==> src/rtl/apb_slave_mem.sv <==
// APB completer backed by a byte-lane-writable register memory.
// Adds a fixed number of wait states and flags misaligned or out-of-range accesses.
module apb_slave_mem #(
    parameter int ADDR_WIDTH  = 8,
    parameter int DATA_WIDTH  = 32,
    parameter int MEM_WIDTH   = 8,
    parameter int MEM_DEPTH   = 64,
    parameter int WAIT_CYCLES = 2,
    localparam int STRB_SIZE  = DATA_WIDTH / MEM_WIDTH
) (
    input  logic                  clk,
    input  logic                  rst,
    input  logic                  sel,
    input  logic                  enable,
    input  logic                  write,
    input  logic [ADDR_WIDTH-1:0] addr,
    input  logic [DATA_WIDTH-1:0] wdata,
    input  logic [STRB_SIZE-1:0]  strobe,
    output logic                  ready,
    output logic [DATA_WIDTH-1:0] rdata,
    output logic                  slverr
);

    localparam int OFF_W = $clog2(STRB_SIZE);
    localparam int IDX_W = $clog2(MEM_DEPTH);
    localparam logic [3:0] WAIT_LIMIT = 4'(WAIT_CYCLES);

    typedef enum logic {
        IDLE,
        ACCESS
    } state_t;

    state_t state;
    state_t state_next;

    logic [3:0]            cnt;
    logic                  capture;
    logic                  cnt_inc;
    logic [ADDR_WIDTH-1:0] addr_q;
    logic [DATA_WIDTH-1:0] wdata_q;
    logic [STRB_SIZE-1:0]  strobe_q;
    logic                  write_q;

    logic [DATA_WIDTH-1:0] mem [MEM_DEPTH];

    logic [ADDR_WIDTH-1:0] word_idx;
    logic [IDX_W-1:0]      widx;
    logic                  misaligned;
    logic                  out_of_range;
    logic                  err;
    logic                  do_write;

    always_ff @(posedge clk or posedge rst) begin
        if (rst) begin
            state <= IDLE;
        end else begin
            state <= state_next;
        end
    end

    always_comb begin
        state_next = state;
        capture    = 1'b0;
        cnt_inc    = 1'b0;
        ready      = 1'b0;
        case (state)
            IDLE: begin
                // enable without a prior setup phase is ignored
                if (sel && !enable) begin
                    capture    = 1'b1;
                    state_next = ACCESS;
                end
            end
            ACCESS: begin
                if (!sel) begin
                    state_next = IDLE;
                end else if (enable) begin
                    if (cnt == WAIT_LIMIT) begin
                        ready      = 1'b1;
                        state_next = IDLE;
                    end else begin
                        cnt_inc = 1'b1;
                    end
                end
            end
            default: state_next = IDLE;
        endcase
    end

    always_ff @(posedge clk or posedge rst) begin
        if (rst) begin
            cnt      <= '0;
            addr_q   <= '0;
            wdata_q  <= '0;
            strobe_q <= '0;
            write_q  <= 1'b0;
        end else if (capture) begin
            cnt      <= '0;
            addr_q   <= addr;
            wdata_q  <= wdata;
            strobe_q <= strobe;
            write_q  <= write;
        end else if (cnt_inc) begin
            cnt <= cnt + 4'd1;
        end
    end

    assign word_idx     = addr_q >> OFF_W;
    assign widx         = word_idx[IDX_W-1:0];
    assign misaligned   = (addr_q[OFF_W-1:0] != '0);
    assign out_of_range = (int'(word_idx) >= MEM_DEPTH);
    assign err          = misaligned || out_of_range;
    assign do_write     = ready && write_q && !err;

    always_ff @(posedge clk or posedge rst) begin
        if (rst) begin
            for (int unsigned w = 0; w < MEM_DEPTH; w++) begin
                mem[w] <= '0;
            end
        end else if (do_write) begin
            for (int unsigned i = 0; i < STRB_SIZE; i++) begin
                if (strobe_q[i]) begin
                    mem[widx][MEM_WIDTH*i +: MEM_WIDTH] <= wdata_q[MEM_WIDTH*i +: MEM_WIDTH];
                end
            end
        end
    end

    always_comb begin
        rdata  = '0;
        slverr = ready && err;
        if (ready && !write_q && !err) begin
            rdata = mem[widx];
        end
    end

endmodule

==> config.mk <==
export PLATFORM = sky130hd
export DESIGN_NAME = apb_slave_mem
export DESIGN_NICKNAME = d
export VERILOG_FILES = /design/src/rtl/apb_slave_mem.sv
export SDC_FILE = /design/constraint.sdc
export NUM_CORES = 2
export LEC_CHECK = 0
export BUFFER_PORTS_ARGS = -buffer_cell sky130_fd_sc_hd__buf_2
export CAP_MARGIN = 20
export CORE_ASPECT_RATIO = 0.5
export CORE_MARGIN = 2
export CORE_UTILIZATION = 45
export CTS_BUF_LIST = sky130_fd_sc_hd__clkbuf_8
export DETAILED_ROUTE_END_ITERATION = 10
export HOLD_SLACK_MARGIN = 0.1
export SYNTH_ARGS = -nofsm -noshare
export SYNTH_HDL_FRONTEND = slang
export SYNTH_SLANG_ARGS = --single-unit
==> constraint.sdc <==
create_clock -name clk -period 108.3 [get_ports clk]
set_input_delay 16.245 -clock clk [delete_from_list [all_inputs] [get_ports clk]]
set_output_delay 16.245 -clock clk [all_outputs]
set_load 0.02 [all_outputs]
==> flow_metrics.tcl <==
set metrics [dict create \
    status "completed" \
    layout_common_cells "mux2_2, dfrtp_1, clkbuf_8" \
    die_y_um 331 \
    place_area_um2 99400 \
    grtUsageTotal 0.307 \
    arrival_ps 19000 \
    ys_seq_elements 2098 \
    synth.distinct_cells 84 \
    syn-cell-area_um2 96500 \
    cts_buffer_depth 4 \
    crit_top_cell "buf_2" \
    die-area_um2 218000 \
    root_buffer "clkbuf_8" \
    coreArea_um2 214000 \
    grt_pass1_wl_um 485000 \
    slowest_stage "nor4_1" \
    rsz0062_at_grt "no" \
    hold_buffers 0 \
    cts.sinks 2098 \
    path_delay_family "simple AND/OR/NAND/NOR gates" \
    first_iter_violations 6514 \
    slew_headroom 0.178 \
    drc 0 \
    drt-total-wl_um 339000 \
    hold_class "reg -> reg" \
    synth_nets 6893 \
    ys_async_sr_fraction 1.00 \
    fin_util 0.497 \
    finalSetupViolCount 0 \
    worstSetupStartpointType "input pin" \
    initial_core_util 0.452 \
    path_clk_slew_ps 60 \
    fmax_mhz 28.4 \
    syn2layout_area_growth_pct 10.0 \
    finalMaxSlewViolations 0 \
    cp.required_ps 92060 \
    post_cts_buffers 0 \
    cts_tree "done" \
    power.density_nw_per_um2 16.8 \
    h-tree-depth 5 \
    post-route-period-util 0.325 \
    grt_antenna_before_repair 24 \
    worstPathMaxFanout 13 \
    vias 63828 \
    final_area_um2 106000 \
    ys.flop_type "dfrtp_1" \
    crit_path_end_kind "output port" \
    dp_hpwl_um 212000 \
    fin_total_pwr_mw 1.78 \
    detail_route.first_pass.iterations 8 \
    peakVddDrop_mv 0.00965 \
    maxCapViolations 0 \
    syn_inst 6842 \
    grt_pass1_vias 65750 \
    slowest_delay_ps 880 \
    final.setup.tns_ps 0 \
    place_congestion 0.895 \
    viasPerCell 6.38 \
    path_buf_inv 3 \
    finalCriticalPeriod_ps 35240 \
    mostFrequentLayoutCell "mux2_2" \
    yosysSeqAreaShare 0.544 \
    io_pins 83 \
    r2r_setup_slack_ps 102240 \
    grt_overflow 0 \
    clock_latency_ps 990 \
    finalHoldViolations 0 \
    nets 6942 \
    critPathKind "in -> out" \
    avgSynthCellArea_um2 14.1 \
    wire_per_inst_um 33.9 \
    die_w_um 659 \
    rows 120 \
    worst_pin_slew_ps 1230 \
    finClkSkew_ps 80.7 \
    grt_start_max_net_pins 185 \
    yosysWarnings 0 \
    port_buffers 82 \
    ant_nets 0 \
    critical_path.cell_chain "buf_2 > nand4_4 > nor4_2 > buf_4 > o221ai_1 > a211o_1 > nor4_1 > buf_2" \
    drive_gt1_frac 0.491 \
    p_leak_nw 52.6 \
    synth_enable_flop_cells 0 \
    cts_resized 0 \
    cts-buffers-inserted 318 \
]
==> synth_stat cells (16+ instances only) <==
cell	instances	share of area
mux2_4	80	0.012
buf_1	20	0.00078
a221oi_1	34	0.0031
clkbuf_1	302	0.012
buf_6	50	0.0058
o22a_1	18	0.0016
mux2_2	2194	0.26
buf_2	124	0.0064
a2bb2oi_1	17	0.0015
mux2i_1	123	0.013
o21ai_0	96	0.0050
a21oi_1	108	0.0056
o22ai_1	296	0.019
nor2_1	163	0.0063
nor2_2	16	0.0010
nand2_1	224	0.0087
a22oi_1	37	0.0029
dfrtp_1	2098	0.54
a211oi_1	24	0.0019
mux4_2	166	0.039
o221ai_1	180	0.016
nand2_2	183	0.012
buf_4	51	0.0040
==> worst reg2reg max path, delay by kind of cell, from the launching register on <==
family                 cells  cell delay (ps)
multiplexers               1              450
flip-flops                 1              740
AND/OR/NAND/NOR            4             2780
buffers and inverters      4             1970
==> metal layers <==
layer	share of wire	global-route usage
met4	0.048	0.135
met5	0.00094	0.00586
met3	0.11	0.107
met1	0.42	0.420
met2	0.43	0.440
==> final cells by class <==
class                      instances  area, µm²
sequential                      2098      52600
timing repair buffer             279       2260
inverter                           6       40.0
clock buffer                     416       5730
clock inverter                   142        647
fill                           18213     107000
multi-input combinational       4188      41300
antenna                            6       15.0
tap                             2867       3590
==> logic make-up after synthesis <==
kind of cell	synth area share
simple gates	0.0379
compound gates	0.0662
xor+xnor	0.000272
buf+inv	0.0296
fa+ha+maj	0.000259
flops	0.544
mux	0.322
==> state kept, by name, indices dropped and copies added (netlist names) <==
signal / cells
mem: 2048
write_q: 1
state: 1
strobe_q: 4
cnt: 4
addr_q: 8
wdata_q: 32
==> path summary, 6_finish.rpt <==
check / from / endpoint / depth (start not counted)
max: enable / rdata[16] / 8
min: mem[1080]$_DFFE_PP0P_ / mem[1080]$_DFFE_PP0P_ / 1
max reg2reg: addr_q[3]$_DFFE_PP0P_ / mem[1977]$_DFFE_PP0P_ / 9
min reg2reg: mem[1080]$_DFFE_PP0P_ / mem[1080]$_DFFE_PP0P_ / 1
max in group asynchronous: rst / wdata_q[29]$_DFFE_PP0P_ / 7
min in group asynchronous: rst / mem[717]$_DFFE_PP0P_ / 2
==> report_power, final <==
group / total, mW / switching, mW / internal [mW]
Combinational: 0.310 / 0.238 / 0.0724
Sequential: 0.803 / 0.0155 / 0.788
Clock: 0.670 / 0.324 / 0.346
==> stage by stage <==
| step | hold slack, ps | cells | setup WS, ps |
|---|---|---|---|
| 6_report | 497 | 10002 | 73060 |
| 5_1_grt | 507 | 9997 | 73040 |
| 3_3_place_gp | 469 | 9415 | 73210 |
| 3_5_place_dp | 485 | 9423 | 73140 |
| 2_1_floorplan | 459 | 6842 | 32790 |
| 4_1_cts | 500 | 9981 | 73130 |
Power figures use the tool's default switching activity.
